`config.mk`:
```
export PLATFORM = sky130hd
export DESIGN_NAME = factorial_bus_master
export DESIGN_NICKNAME = d
export VERILOG_FILES = /design/src/rtl/factorial_bus_master.sv
export SDC_FILE = /design/constraint.sdc
export NUM_CORES = 1
export LEC_CHECK = 0
export BUFFER_PORTS_ARGS = -buffer_cell sky130_fd_sc_hd__buf_2
export CORE_AREA = 2 2 60 85
export DETAILED_ROUTE_END_ITERATION = 8
export DIE_AREA = 0 0 62 87
export GPL_TIMING_DRIVEN = 0
export PLACE_DENSITY = 0.84
export SLEW_MARGIN = 40
export SYNTH_ARGS = -nofsm -noshare
export SYNTH_HDL_FRONTEND = slang
export SYNTH_SLANG_ARGS = --single-unit
```
`constraint.sdc`:
```
create_clock -name clk -period 5.16 [get_ports clk]
set_input_delay 0.516 -clock clk [delete_from_list [all_inputs] [get_ports clk]]
set_output_delay 0.516 -clock clk [all_outputs]
set_load 0.005 [all_outputs]
```
`src/rtl/factorial_bus_master.sv`:
```
// Bus initiator that sequences the factorial register target:
// write n, pulse go, poll status, read result, hand it back.
module factorial_bus_master #(
    parameter int POLL_LIMIT = 1024,
    parameter int CNT_W      = 11
) (
    input  logic        clk,
    input  logic        reset,
    input  logic        req_valid,
    input  logic [3:0]  req_n,
    output logic        req_ready,
    output logic        resp_valid,
    input  logic        resp_ready,
    output logic [31:0] resp_result,
    output logic        resp_error,
    output logic        resp_timeout,
    output logic        bus_we,
    output logic [1:0]  bus_address,
    output logic [3:0]  bus_wdata,
    input  logic [31:0] bus_rdata
);

    typedef enum logic [2:0] {
        IDLE,
        WR_N,
        WR_GO,
        SETTLE,
        POLL,
        RD_RES,
        RESP
    } state_e;

    state_e           state_q, state_d;
    logic [3:0]       n_q, n_d;
    logic [CNT_W-1:0] cnt_q, cnt_d, cnt_inc;
    logic [31:0]      result_q, result_d;
    logic             error_q, error_d;
    logic             timeout_q, timeout_d;

    assign cnt_inc = cnt_q + CNT_W'(1);

    always_ff @(posedge clk or negedge reset) begin
        if (!reset) begin
            state_q   <= IDLE;
            n_q       <= '0;
            cnt_q     <= '0;
            result_q  <= '0;
            error_q   <= 1'b0;
            timeout_q <= 1'b0;
        end else begin
            state_q   <= state_d;
            n_q       <= n_d;
            cnt_q     <= cnt_d;
            result_q  <= result_d;
            error_q   <= error_d;
            timeout_q <= timeout_d;
        end
    end

    always_comb begin
        state_d     = state_q;
        n_d         = n_q;
        cnt_d       = cnt_q;
        result_d    = result_q;
        error_d     = error_q;
        timeout_d   = timeout_q;
        req_ready   = 1'b0;
        resp_valid  = 1'b0;
        bus_we      = 1'b0;
        bus_address = 2'd2;
        bus_wdata   = 4'd0;
        unique case (state_q)
            IDLE: begin
                req_ready = 1'b1;
                if (req_valid) begin
                    n_d       = req_n;
                    result_d  = '0;
                    error_d   = 1'b0;
                    timeout_d = 1'b0;
                    state_d   = WR_N;
                end
            end
            WR_N: begin
                bus_we      = 1'b1;
                bus_address = 2'd0;
                bus_wdata   = n_q;
                state_d     = WR_GO;
            end
            WR_GO: begin
                bus_we      = 1'b1;
                bus_address = 2'd1;
                bus_wdata   = 4'b0001;
                cnt_d       = '0;
                state_d     = SETTLE;
            end
            // Status from before go may still show done; skip one sample.
            SETTLE: begin
                state_d = POLL;
            end
            POLL: begin
                cnt_d = cnt_inc;
                if (bus_rdata[0]) begin
                    error_d = bus_rdata[1];
                    state_d = RD_RES;
                end else if (cnt_inc == CNT_W'(POLL_LIMIT)) begin
                    timeout_d = 1'b1;
                    result_d  = '0;
                    error_d   = 1'b0;
                    state_d   = RESP;
                end
            end
            RD_RES: begin
                bus_address = 2'd3;
                result_d    = bus_rdata;
                state_d     = RESP;
            end
            RESP: begin
                resp_valid = 1'b1;
                if (resp_ready) begin
                    state_d = IDLE;
                end
            end
            default: begin
                state_d = IDLE;
            end
        endcase
    end

    assign resp_result  = result_q;
    assign resp_error   = error_q;
    assign resp_timeout = timeout_q;

endmodule
```
# Word level (Yosys, flattened, before mapping)
# Cells that the tools add are included.
[totals]
ff_bits = 52
in_bits = 40
out_inout_bits = 43
wordCells = 51
[op_classes]
addsub = 1
eq_ne = 12
mux = 22
n_reduce_logical = 10
[op_table]
columns = ["operator", "count"]
rows = [
  ["two-way mux 32 bit", 3],
  ["one-hot mux 32 bit (3 select lines)", 1],
  ["one-hot mux 11 bit (2 select lines)", 1],
  ["one-hot mux 3 bit (7 select lines)", 1],
  ["two-way mux 3 bit", 4],
  ["adder 11 x 1 -> 11 bit, second input constant", 1],
  ["== test 11 bit, second input constant", 1],
  ["== test 3 bit, second input constant", 3],
  ["two-way mux 1 bit", 8],
  ["inequality test 2 bit, second input constant", 4],
  ["one-hot mux 4 bit (2 select lines)", 1],
  ["AND reduction 4 bit", 2],
  ["== test 3 x 2 -> 1 bit, second input constant", 2],
  ["one-hot mux 2 bit (3 select lines)", 1],
  ["AND reduction 3 bit", 2],
  ["one-hot mux 1 bit (2 select lines)", 2],
  ["nonzero test 2 bit", 2],
  ["== test 3 x 1 -> 1 bit, second input constant", 1],
  ["zero test 3 bit", 1],
  ["inequality test 3 bit, second input constant", 1],
  ["nonzero test 3 bit", 1],
  ["AND reduction 2 bit", 1],
  ["OR reduction 2 bit", 1],
]

# Logic depth before layout (Yosys ltp)
[logic_depth]
word_depth = 5
depth_mapped = 7
mapped_depth_nobuf = 6

# Worst setup path after synthesis
# No wires, ideal clock.
[synth_timing]
path_kind = "register to output"
from = "register state_q[2]"
to = "output bus_address[0]"
arrival_time_ns = 1.516
t_required_ns = 4.644
path_slack_ns = 3.128
path_stages_with_launch = 6
n_path_buf = 2
path_cell_list = "dfrtp_1 -> clkbuf_1 -> clkinv_1 -> nor2_1 -> clkbuf_1 -> o21bai_1"
[synth_via]
elab_chain_cells = 2
elab_cells_between_ends = 4
cone_classes = "3 x eq/ne; 1 x mux"
[synth_rtl]
columns = ["item", "line", "rtl"]
rows = [
  ["start, declared", "33", "state_e state_q, state_d;"],
  ["start signal, assigned", "51", "state_q <= state_d;"],
  ["== test 3 bit (tied with other cells)", "72", "unique case (state_q)"],
  ["one-hot mux 2 bit (3 select lines) *", "72", ""],
  ["end, declared", "18", "output logic [1:0] bus_address,"],
]
# Mark *: on every way between the ends. The rest lies on a longest branch, timed or not.

# Worst setup path in the final report
# Same ends and word-level chain as after synthesis.

==> flow_summary.toml <==
[pwr]
power.leakage_nw = 1.54
p_clk_frac = 0.194
p_sw_frac = 0.375
comb_power_share = 0.420
p_sw_mw = 0.576
p_int_mw = 0.960
power_density_mw_per_mm2 = 503
peakVddDrop_mv = 0.345
seq_power_share = 0.387

[yosys]
synth_fa_ha_area_frac = 0.00513
yosys_warnings = 0
syn_nets = 279
syn_area_mm2 = 0.00244
ys_types = 41
postSynthAreaPerCell_um2 = 10.2
synthMuxAreaShare = 0.0308
synth_edf_count = 0
yosysSeqAreaShare = 0.534
synthXorXnorAreaFrac = 0.00718
synth-compound-area-share = 0.239
syn-instance-count = 238
synth-simple-area-share = 0.147
async_flop_share = 1.00
synth_ff_type = "dfrtp_1"
synth_top_family_by_area = "compound AO/OA/AOI/OAI gates"
synth_seq_cells = 52

[timing]
fin_skew_ns = 0.00905
setup_viol = 0
slew_headroom = 0.576
min_period_ns = 2.92
layout_setup_ws_ns = 2.24
rsz0062_at_grt = "no"
worst_slew_pin_slew_ns = 0.637
drv_slew = 0
finalHoldViolCount = 0
fmax_ghz = 0.343
fin_crit_sh = 0.566
tns_ns = 0

[place]
post-place-ws_ns = 2.59
place_inst = 384
dpl.hpwl_mm = 4.47
io_buffers = 82
place.gp.congestion = 0.932

[final_layout]
nNetsFinal = 368
mostFrequentLayoutCell = "buf_2"
final_cell_mix = "84 x buf_2, 52 x dfrtp_1, 33 x a22o_1"
areaGrowthSynthToFinish_pct = 25.2
n_fill_cell = 404
drive_gt1_frac = 0.311
diodes = 0
fin_cells = 392

[clock_network]
clk_path_buf_depth = 2
ctsResizeCount = 0
cts_hold_buf = 0
cts-buffers-inserted = 5
cts.reportedPaths.clkPinSlew_ns = 0.09
clock-root-buffer = "clkbuf_8"
cts.sinks = 52
clk_latency_ns = 0.31
cts_tree = "yes"
h-tree-depth = 2
post-cts-setup-buffers = 0

[global_routing]
grt_pass1_vias = 2222
overflow = 0
grt_start_max_net_pins = 53
antenna_found_initial = 0
grt_pass1_wl_mm = 10.4
gr-usage-all-layers = 0.255

[detailed_routing]
dr.pass1.iters = 4
wl_per_cell_um = 15.8
drtAntennaViolNets = 0
num_vias = 2248
drc_errors = 0
viasPerCell = 5.73
dr.first_iter.drc_count = 120
drt-total-wl_mm = 6.19

[critical_path]
path_class = "flip-flop to output pin"
worstPathRequired_ns = 4.64
critPathLaunch = "state_q[2]"
crit_arrival_ns = 2.40
reg2reg_from = "cnt_q[0]"
cp-start-kind = "flip-flop"
crit_fanout = 10
end_kind = "output pin"

[die]
core_mm2 = 0.00469
fp.dieH_um = 87
pin_count = 83
initial_core_util = 0.520
row_count = 30
die_area_mm2 = 0.00539
die_width_um = 62

[job]
cap_violations = 0

[min_path]
min_path_type = "input port to asynchronous set/reset pin"

[outcome]
status = "complete, no violations"
[Yosys cell counts, types with 3 or more instances]
library cell / n / share of area
a22o_1: 33 / 0.12
mux2i_1: 3 / 0.012
mux2_2: 4 / 0.018
a31oi_1: 3 / 0.0077
buf_2: 3 / 0.0062
nand3_1: 5 / 0.010
inv_1: 3 / 0.0046
nand4_1: 3 / 0.0077
o21ai_0: 23 / 0.047
and3_1: 4 / 0.010
nand2b_1: 3 / 0.0077
nor3_1: 6 / 0.012
nor4_1: 5 / 0.013
dfrtp_1: 52 / 0.53
clkbuf_1: 13 / 0.020
nand2_1: 16 / 0.025
nor2_1: 16 / 0.025
a21oi_1: 13 / 0.027
[worst paths after layout]
| check | slack, ns | end | cells past startpoint |
|---|---|---|---|
| worst min-delay path | 0.21 | cnt_q[3] | 1 |
| worst max-delay path | 2.24 | bus_address[0] | 6 |
| min in group clk | 0.42 | resp_result[12] | 2 |
| worst max register to register | 2.90 | resp_result[26] | 6 |
| max in group asynchronous | 4.51 | cnt_q[4] | 1 |
| worst min register to register | 0.50 | resp_result[20] | 1 |
[registers in the layout (all words and copies together) (netlist names)]
register      cells
n_q               4
resp_result      32
resp_error        1
cnt_q            11
state_q           3
resp_timeout      1
[metal layers]
metal / part of all wire / track usage
met4: 0.020 / 0.0870
met5: 0 / 0
met3: 0.054 / 0.0446
met1: 0.40 / 0.337
met2: 0.52 / 0.414
[worst max-delay path, cell delays in order, from the launching register on]
cell	delay, ns
dfrtp_1	0.33
clkbuf_1	0.32
clkinv_1	0.35
nor2_1	0.41
clkbuf_1	0.39
o21bai_1	0.17
buf_2	0.13
[cell type report]
| type | instances | area [µm²] | area share |
|---|---|---|---|
| Buffer | 18 | 75.1 | 0.0246 |
| Clock buffer | 6 | 82.6 | 0.0270 |
| Clock inverter | 2 | 38.8 | 0.0127 |
| Inverter | 4 | 15.0 | 0.00492 |
| Multi-Input combinational cell | 164 | 1050 | 0.343 |
| Sequential cell | 52 | 1300 | 0.426 |
| Tap cell | 64 | 80.1 | 0.0262 |
| Timing Repair Buffer | 82 | 413 | 0.135 |
[power groups by stage]
stage                     Sequential (mW)  Combinational [mW]  Clock, mW
final                               0.594               0.645      0.297
after global routing                0.608               0.720      0.314
after CTS                           0.593               0.642      0.298
after detailed placement            0.597               0.640          0
after global placement              0.596               0.623          0
after floorplan                     0.598               0.392          0
[kinds of logic after synthesis]
family	after synthesis
AOI/OAI and AO/OA	84
and+or+nand+nor	70
DFF	52
buffers and inverters	22
muxes	7
xor gates and xnor gates	2
adders and majority gates	1
[per-stage QoR]
step	cell area, µm²	util	hold WS, ns	power (mW)
5_1_grt	3050	0.651	0.273	1.64
2_1_floorplan	2440	-	0.220	0.989
3_5_place_dp	2930	0.625	0.478	1.24
3_3_place_gp	2930	0.624	0.478	1.22
6_report	3050	0.651	0.213	1.54
4_1_cts	3050	0.651	0.248	1.53
No activity file was read; power rests on OpenSTA's default activity.
